`src/rtl/button_debouncer_pkg.sv`:
```
// Shared constants for the button debouncer: board clock, FSM state encodings
// and the constant ceil-log2 used to size the stability counter.
package button_debouncer_pkg;

   localparam int unsigned CLK_FREQ_HZ = 32'd100000000;

   typedef enum logic [1:0] {
      STABLE_LOW  = 2'd0,
      WAIT_HIGH   = 2'd1,
      STABLE_HIGH = 2'd2,
      WAIT_LOW    = 2'd3
   } db_state_e;

   function automatic int unsigned ceil_log2(input int unsigned value);
      int unsigned result;
      result = 32'd0;
      for (int unsigned i = 32'd0; i < 32'd32; i++) begin
         if ((64'd1 << i) < {32'd0, value}) begin
            result = i + 32'd1;
         end else begin
            result = result;
         end
      end
      return result;
   endfunction

endpackage

```
`src/rtl/button_debouncer_sync_ff_chain.sv`:
```
// sync_ff_chain: plain N-stage flip-flop synchronizer for asynchronous board
// inputs; every stage clears to 0 on the synchronous reset.
module sync_ff_chain #(
   parameter int unsigned STAGES = 32'd2
) (
   input  logic clk,
   input  logic rst,
   input  logic d,
   output logic q
);

   logic [STAGES-1:0] chain_r;

   // shift the raw level through the chain, no logic between stages
   always_ff @(posedge clk) begin
      if (rst) begin
         chain_r <= {STAGES{1'b0}};
      end else begin
         chain_r <= {chain_r[STAGES-2:0], d};
      end
   end

   assign q = chain_r[STAGES-1];

endmodule

```
`src/rtl/button_debouncer.sv`:
```
// button_debouncer: synchronizes a raw button level, rejects bounce and emits
// a clean level with rise/fall strobes. Define BUTTON_DEBOUNCER_ACTIVE_LOW_EN for active-low pins.
module button_debouncer
   import button_debouncer_pkg::*;
#(
   parameter int unsigned DEBOUNCE_CYCLES = 32'd1000000,
   parameter int unsigned SYNC_STAGES     = 32'd2
) (
   input  logic clk,
   input  logic rst,
   input  logic button,
   output logic button_db,
   output logic rise_pulse,
   output logic fall_pulse
);

   localparam int unsigned CNT_W_RAW = ceil_log2(DEBOUNCE_CYCLES);
   localparam int unsigned CNT_W     = (CNT_W_RAW < 32'd1) ? 32'd1 : CNT_W_RAW;
   // the edge that enters a WAIT state is already the first stable sample
   localparam logic [CNT_W-1:0] ACCEPT_COUNT = CNT_W'(DEBOUNCE_CYCLES - 32'd2);
   localparam logic [CNT_W-1:0] CNT_ONE      = CNT_W'(32'd1);
   localparam logic [CNT_W-1:0] CNT_ZERO     = {CNT_W{1'b0}};

   logic             button_in_s;
   logic             synced_s;
   db_state_e        state_r;
   db_state_e        state_s;
   logic [CNT_W-1:0] count_r;
   logic [CNT_W-1:0] count_s;
   logic             db_r;
   logic             db_s;
   logic             rise_r;
   logic             rise_s;
   logic             fall_r;
   logic             fall_s;

`ifdef BUTTON_DEBOUNCER_ACTIVE_LOW_EN
   assign button_in_s = ~button;
`else
   assign button_in_s = button;
`endif

   sync_ff_chain #(
      .STAGES(SYNC_STAGES)
   ) u_sync (
      .clk(clk),
      .rst(rst),
      .d  (button_in_s),
      .q  (synced_s)
   );

   // state, counter and output registers
   always_ff @(posedge clk) begin
      if (rst) begin
         state_r <= STABLE_LOW;
         count_r <= CNT_ZERO;
         db_r    <= 1'b0;
         rise_r  <= 1'b0;
         fall_r  <= 1'b0;
      end else begin
         state_r <= state_s;
         count_r <= count_s;
         db_r    <= db_s;
         rise_r  <= rise_s;
         fall_r  <= fall_s;
      end
   end

   // next-state, stability counting and strobe generation
   always_comb begin
      state_s = state_r;
      count_s = count_r;
      db_s    = db_r;
      rise_s  = 1'b0;
      fall_s  = 1'b0;
      case (state_r)
         STABLE_LOW: begin
            if (synced_s) begin
               state_s = WAIT_HIGH;
               count_s = CNT_ZERO;
            end else begin
               state_s = STABLE_LOW;
            end
         end
         WAIT_HIGH: begin
            if (!synced_s) begin
               state_s = STABLE_LOW;
               count_s = CNT_ZERO;
            end else if (count_r == ACCEPT_COUNT) begin
               state_s = STABLE_HIGH;
               count_s = CNT_ZERO;
               db_s    = 1'b1;
               rise_s  = 1'b1;
            end else begin
               count_s = count_r + CNT_ONE;
            end
         end
         STABLE_HIGH: begin
            if (!synced_s) begin
               state_s = WAIT_LOW;
               count_s = CNT_ZERO;
            end else begin
               state_s = STABLE_HIGH;
            end
         end
         WAIT_LOW: begin
            if (synced_s) begin
               state_s = STABLE_HIGH;
               count_s = CNT_ZERO;
            end else if (count_r == ACCEPT_COUNT) begin
               state_s = STABLE_LOW;
               count_s = CNT_ZERO;
               db_s    = 1'b0;
               fall_s  = 1'b1;
            end else begin
               count_s = count_r + CNT_ONE;
            end
         end
         default: begin
            state_s = STABLE_LOW;
            count_s = CNT_ZERO;
            db_s    = 1'b0;
         end
      endcase
   end

   assign button_db  = db_r;
   assign rise_pulse = rise_r;
   assign fall_pulse = fall_r;

endmodule

```
`config.mk`:
```
export PLATFORM = sky130hd
export DESIGN_NAME = button_debouncer
export DESIGN_NICKNAME = d
export VERILOG_FILES = /design/src/rtl/button_debouncer_pkg.sv /design/src/rtl/button_debouncer_sync_ff_chain.sv /design/src/rtl/button_debouncer.sv
export SDC_FILE = /design/constraint.sdc
export NUM_CORES = 1
export LEC_CHECK = 0
export ABC_AREA = 1
export CORE_MARGIN = 1.5
export CORE_UTILIZATION = 51
export DETAILED_ROUTE_END_ITERATION = 10
export PLACE_DENSITY = 0.69
export SKIP_CTS_REPAIR_TIMING = 1
export SLEW_MARGIN = 40
export SYNTH_ARGS = -nofsm -noshare
export SYNTH_HDL_FRONTEND = slang
export SYNTH_SLANG_ARGS = --single-unit
```
`constraint.sdc`:
```
create_clock -name clk -period 1.7 [get_ports clk]
set_input_delay 0.34 -clock clk [delete_from_list [all_inputs] [get_ports clk]]
set_output_delay 0.34 -clock clk [all_outputs]
set_load 0.01 [all_outputs]
```
* Yosys cells after proc, flatten, opt, wreduce, memory -nomap -nowiden
Index checks and enable logic that the tools add are counted.
** Operators by class
- Equal/unequal tests :: 12
- Bitwise gates (word level) :: 3
- Reductions and logical operators :: 7
- Muxes and demuxes :: 19
- $add $sub $neg :: 1
** Operator list (count)
- $mux 20 :: 5
- $pmux 20 s4 :: 1
- $add 20x1->20 const B :: 1
- $eq 20x20->1 const B :: 1
- $mux 2 :: 4
- $ne 2x2->1 const B :: 4
- $pmux 2 s4 :: 1
- $mux 1 :: 7
- $reduce_or 3->1 :: 2
- $reduce_and 5->1 :: 1
- $eq 2x2->1 const B :: 2
- $ne 2x1->1 const B :: 2
- $reduce_and 2->1 :: 2
- $ne 3x2->1 const B :: 1
- $ne 3x3->1 const B :: 1
- $not 1->1 :: 3
- $eq 2x1->1 const B :: 1
- $logic_not 2->1 :: 1
- $pmux 1 s2 :: 1
- $reduce_bool 2->1 :: 1
** Storage, ports and cells
- Logic and storage cells :: 48
- Bits in registers :: 27
- Output and inout bits :: 3
- Input bits :: 3

* Longest topological paths before layout
- Depth in word-level cells :: 4
- Depth in mapped cells :: 10
- Mapped depth without buffers :: 10

* Hierarchy
Synthesis repeated with hierarchy kept, for this count alone.
** Unflattened totals
- Cell total of the unflattened synthesis :: 230
- Area, all modules :: 1587.8 um^2
** By module, submodules not included
- button_debouncer :: cells each 224, instances 1, area an instance 1532.7 um^2, seq. area each 500.5 um^2
- sync_ff_chain :: cells each 6, instances 1, area an instance 55.1 um^2, seq. area each 40.0 um^2

* Worst setup path after synthesis
No wires, ideal clock.
- Path kind :: register to register
- From :: register count_r[1]
- To :: register count_r[14]
- Required time :: 1.580 ns
- Cell stages (with the launch flop) :: 11
- Library setup time :: 0.120 ns
- Period minus slack after synthesis :: 1.371 ns
- Arrival :: 1.251 ns
- Buffers on the path :: 0
- Slack :: 0.329 ns
- Cell sequence :: dfxtp_1 > ha_1 > nand2_2 > nor2_4 > nand3_4 > nor2_2 > nand2_2 > nor2_1 > nand2_1 > nand2_1 > nor2_2
** Between the ends
- Word-level cells in the longest chain between the ends :: 4
- Elaborated cells on any way between the ends :: 6
- Classes of those cells :: add/sub: 1; eq/ne: 1; mux: 4
** RTL lines
- start: declaration :: RTL line button_debouncer.sv:28 : logic [CNT_W-1:0] count_r;
- start signal: assignment :: RTL line button_debouncer.sv:62 : count_r <= count_s;
- $add 20x1->20 / $eq 20x20->1 (equally long branches)
- $mux 20 * :: RTL line button_debouncer.sv:89, button_debouncer.sv:110
- $mux 20, on equally long branches :: RTL line button_debouncer.sv:107, button_debouncer.sv:86
- $pmux 20 s4 * :: RTL line button_debouncer.sv:76 : case (state_r)
Every way passes the cells marked *; elsewhere a longest branch is shown, timed or not.
A chain may end at the register's enable or synchronous reset.

* Worst setup path in the final report
- From :: register db_r, in the netlist button_db
- To :: output button_db
** RTL lines
- start: declaration :: RTL line button_debouncer.sv:30 : logic db_r;
- start signal: assignment :: RTL line button_debouncer.sv:63 : db_r <= db_s;
- end: declaration :: RTL line button_debouncer.sv:12 : output logic button_db,
No word-level cell between the ends.

==> reports/qor_table.md <==
| Result | Value |
| --- | --- |
| Yosys warnings | 0 |
| Die height | 58.36 um |
| H-tree depth | 1 |
| Worst Hold Slack | 0.4113 ns |
| Cell type contributing the most total cell area after synthesis | sky130_fd_sc_hd__dfxtp_1 |
| Slew HR | 0.7840 |
| Clock tree sinks | 27 |
| Ordered cell list for the critical path | clkdlybuf4s50_1 |
| Root Driver | sky130_fd_sc_hd__clkbuf_4 |
| Via count | 1415 |
| Final setup violation count | 0 |
| Die Span X | 58.36 um |
| Share of layout cells above drive strength 1 | 0.1667 |
| Total count of hold-check failures in the final report | 0 |
| Initial Util | 0.5524 |
| Top cell family by delay on the critical path | buffers and inverters |
| Buffers on Ports | 5 |
| Mean Syn Cell Area | 6.736 sq um |
| Sort of element at the end of the critical path | output pin |
| Maximum Capacitance Violations | 0 |
| Vias in the first global route | 1219 |
| Layout Cell Area excl Fill | 0.001715 sq mm |
| Final standard cell utilization of the core | 0.6064 |
| Congestion Overflow GR | 0 |
| Status | complete, no violations |
| Slowest stage cell on the critical path | sky130_fd_sc_hd__clkdlybuf4s50_1 |
| End point of the most critical hold path | u_sync.chain_r[1]$_SDFF_PP0_ |
| TritonRoute pass-1 iters | 5 |
| Number of distinct library cells after synthesis | 28 |
| Remaining DRCs | 0 |
| Dpl cells | 273 |
| Worst EP required | 1.36 ns |
| Count of state elements after synthesis | 27 |
| Pins Over Slew Limit | 0 |
| Shortest clock period the worst path allows after layout | 1.561 ns |
| GP Congestion | 0.8653 |
| Layout Nets | 252 |
| Number of synthesized flops with an enable pin | 0 |
| Buffers & Inverters on Critical Path | 1 |
| Area added between synthesis and finish | 9.768% |
| Post-Place Setup Slack | 0.1758 ns |
| Top cell types by occurrence after synthesis | sky130_fd_sc_hd__nand2_1 (62), sky130_fd_sc_hd__nor2_1 (33), sky130_fd_sc_hd__dfxtp_1 (27), sky130_fd_sc_hd__inv_1 (25), sky130_fd_sc_hd__nand3_1 (15) |
| Antenna Violating Nets Remaining | 0 |
| Startpoint-to-endpoint class of the critical path | register to output pin |
| Area inside the core boundary | 0.002829 sq mm |
| Largest buffer count on any clock path | 2 |
| Reg-to-Reg Start | count_r[1]$_SDFFE_PP0P_ |
| Count of routing violations after the opening detailed-route iteration | 97 |
| Max IR drop VDD | 0.0002834 V |
| Dominant cell by count in the synthesized netlist | sky130_fd_sc_hd__nand2_1 |
| Total power | 0.9664 mW |
| FF-to-FF setup slack | 0.15 ns |
| Number of cells on the critical path | 1 |
| Crit Path Max Fanout | 2 |
| Cell Pwr Density | 563.4 mW/mm^2 |
| TritonCTS clock tree | built |
| Post-synth top area share | 0.3459 |
| Count of cells along the worst register-to-register path | 8 |
| All-layer global routing usage | 0.2065 |
| Routed length per instance | 11.45 um |
| Placed instance area | 0.001689 sq mm |
| Layout Skew | 0.004770 ns |
| Count of filler cells inserted in the layout | 252 |
| Hold Crit Start | u_sync.chain_r[0]$_SDFF_PP0_ |
| Peak per-stage delay on the critical path | 0.53 ns |
| Post-route fraction of the period consumed by the critical path | 0.9184 |
| Mapped Area | 0.001563 sq mm |
| Tightest Pin Transition | 0.3232 ns |
| Part of the Yosys area used for sequential elements | 0.3459 |
| Maximum number of pins on one net before global-route repair | 15 |
| Clock latency on the worst-skew pair | 0.33 ns |
| Number of nets produced by synthesis | 237 |
| First-pass GRT wire length | 5319 um |
| Arr. time, crit path | 1.22 ns |
| Row cnt | 19 |
| Top Ports | 6 |
| Leakage power | 0.5983 nW |
| Startpoint type of the worst setup path | register |
| Critical register-to-register path endpoint | count_r[16]$_SDFFE_PP0P_ |
| Total Neg Setup Slack | 0 ns |
| Share of flip-flops with an asynchronous set or reset | 0 |
| Final WS setup | 0.1388 ns |
| Worst hold path depth | 2 |
| Number of standard cells after synthesis | 232 |
| Final Non-Filler Cells | 277 |
| Clock-pin slew on the worst setup and hold paths | 0.13 ns |
| Unrepaired setup endpoints after global routing | false |
| Number of antenna violations at the first check in global routing | 0 |
| Drt total wl | 3172 um |
| Per-cell via count in the routed design | 5.108 |
| Total clock buffers created by CTS | 3 |
| Half-perimeter wire length after placement | 2386 um |
| Post-synth top flop | sky130_fd_sc_hd__dfxtp_1 |
| Antenna diode count | 0 |
| Biggest area contributors in the synthesized netlist | sky130_fd_sc_hd__dfxtp_1 (35%), sky130_fd_sc_hd__nand2_1 (15%), sky130_fd_sc_hd__nor2_1 (7.9%) |
| Area of the die | 0.003405 sq mm |
| Fmax | 640.5 MHz |
| Type of the worst min-delay path | register to register |
-- cells in the final DEF, fill, tap and decap left out --
cell | synthesis | layout
sky130_fd_sc_hd__dfxtp_1 | 27 | 27
sky130_fd_sc_hd__inv_1 | 25 | 25
sky130_fd_sc_hd__clkbuf_1 | 1 | 1
sky130_fd_sc_hd__nand3_1 | 15 | 15
sky130_fd_sc_hd__o21bai_2 | 1 | 1
sky130_fd_sc_hd__ha_1 | 2 | 2
sky130_fd_sc_hd__o21ai_4 | 1 | 1
sky130_fd_sc_hd__nand3_2 | 1 | 1
sky130_fd_sc_hd__nor2_4 | 6 | 6
sky130_fd_sc_hd__xor2_1 | 4 | 4
sky130_fd_sc_hd__o21ai_1 | 1 | 1
sky130_fd_sc_hd__inv_2 | 5 | 5
sky130_fd_sc_hd__nand4_1 | 7 | 7
sky130_fd_sc_hd__nor3_2 | 1 | 1
sky130_fd_sc_hd__clkbuf_4 | 0 | 3
sky130_fd_sc_hd__o22ai_1 | 1 | 1
sky130_fd_sc_hd__a21oi_1 | 12 | 12
sky130_fd_sc_hd__nand2_2 | 6 | 6
sky130_fd_sc_hd__nand3b_1 | 1 | 1
sky130_fd_sc_hd__o21ai_0 | 6 | 6
sky130_fd_sc_hd__nand3_4 | 1 | 1
sky130_fd_sc_hd__clkdlybuf4s50_1 | 0 | 5
sky130_fd_sc_hd__nor2_2 | 7 | 7
sky130_fd_sc_hd__buf_4 | 1 | 8
sky130_fd_sc_hd__nand2_1 | 62 | 62
sky130_fd_sc_hd__nand2_4 | 1 | 1
sky130_fd_sc_hd__o211ai_1 | 1 | 1
sky130_fd_sc_hd__nor2_1 | 33 | 33
sky130_fd_sc_hd__nor3_1 | 2 | 2
-- worst max-delay path by stage --
stage                                 start                       end  slack (ns)
finish               button_db$_SDFFE_PP0P_                 button_db        0.14
global route        count_r[1]$_SDFFE_PP0P_  count_r[19]$_SDFFE_PP0P_        0.06
CTS                  button_db$_SDFFE_PP0P_                 button_db        0.11
detailed placement  count_r[1]$_SDFFE_PP0P_  count_r[16]$_SDFFE_PP0P_        0.18
global placement    count_r[1]$_SDFFE_PP0P_  count_r[16]$_SDFFE_PP0P_        0.22
floorplan           count_r[1]$_SDFFE_PP0P_  count_r[14]$_SDFFE_PP0P_        0.33
-- final cells by class --
cell class	instances	area [sq um]	area share
multi-input combinational	172	887.1	0.5171
clock buffer	4	26.28	0.01532
tap	31	38.79	0.02261
inverter	30	112.6	0.06565
timing repair buffer	13	110.1	0.06419
sequential	27	540.5	0.3151
-- per-layer routing --
layer | share of wire | vias up | wire length [um] | GRT usage
met1 | 0.53 | 615 | 1670 | 0.2877
met4 | 0.025 | 0 | 78 | 0.09302
met2 | 0.42 | 26 | 1332 | 0.3178
met3 | 0.029 | 10 | 91 | 0.02857
li1 | - | 764 | - | -
met5 | 0 | - | 0 | 0
-- cells by family (layout without fill, tap and decap cells) --
group / after synthesis / in the layout / share of synthesized area
buf+inv: 33 / 47 / 0.08647
xor+xnor: 4 / 4 / 0.02242
simple gates: 143 / 143 / 0.4420
fa+ha+maj: 2 / 2 / 0.01601
flops: 27 / 27 / 0.3459
compound gates: 23 / 23 / 0.08728
-- registers in the layout, summed over array words and instances, names as in the netlist, named ones only --
register	cells
u_sync.chain_r	2
fall_pulse	1
rise_pulse	1
count_r	20
state_r	1
button_db	1
-- power breakdown --
part	switching (mW)	total (mW)	internal (mW)	leakage [nW]
clock network	0.186	0.278	0.0921	0.0150
logic	0.0326	0.0504	0.0178	0.365
registers	0.00237	0.638	0.636	0.218
total	0.221	0.966	0.746	0.598
Power figures use the tool's default switching activity.
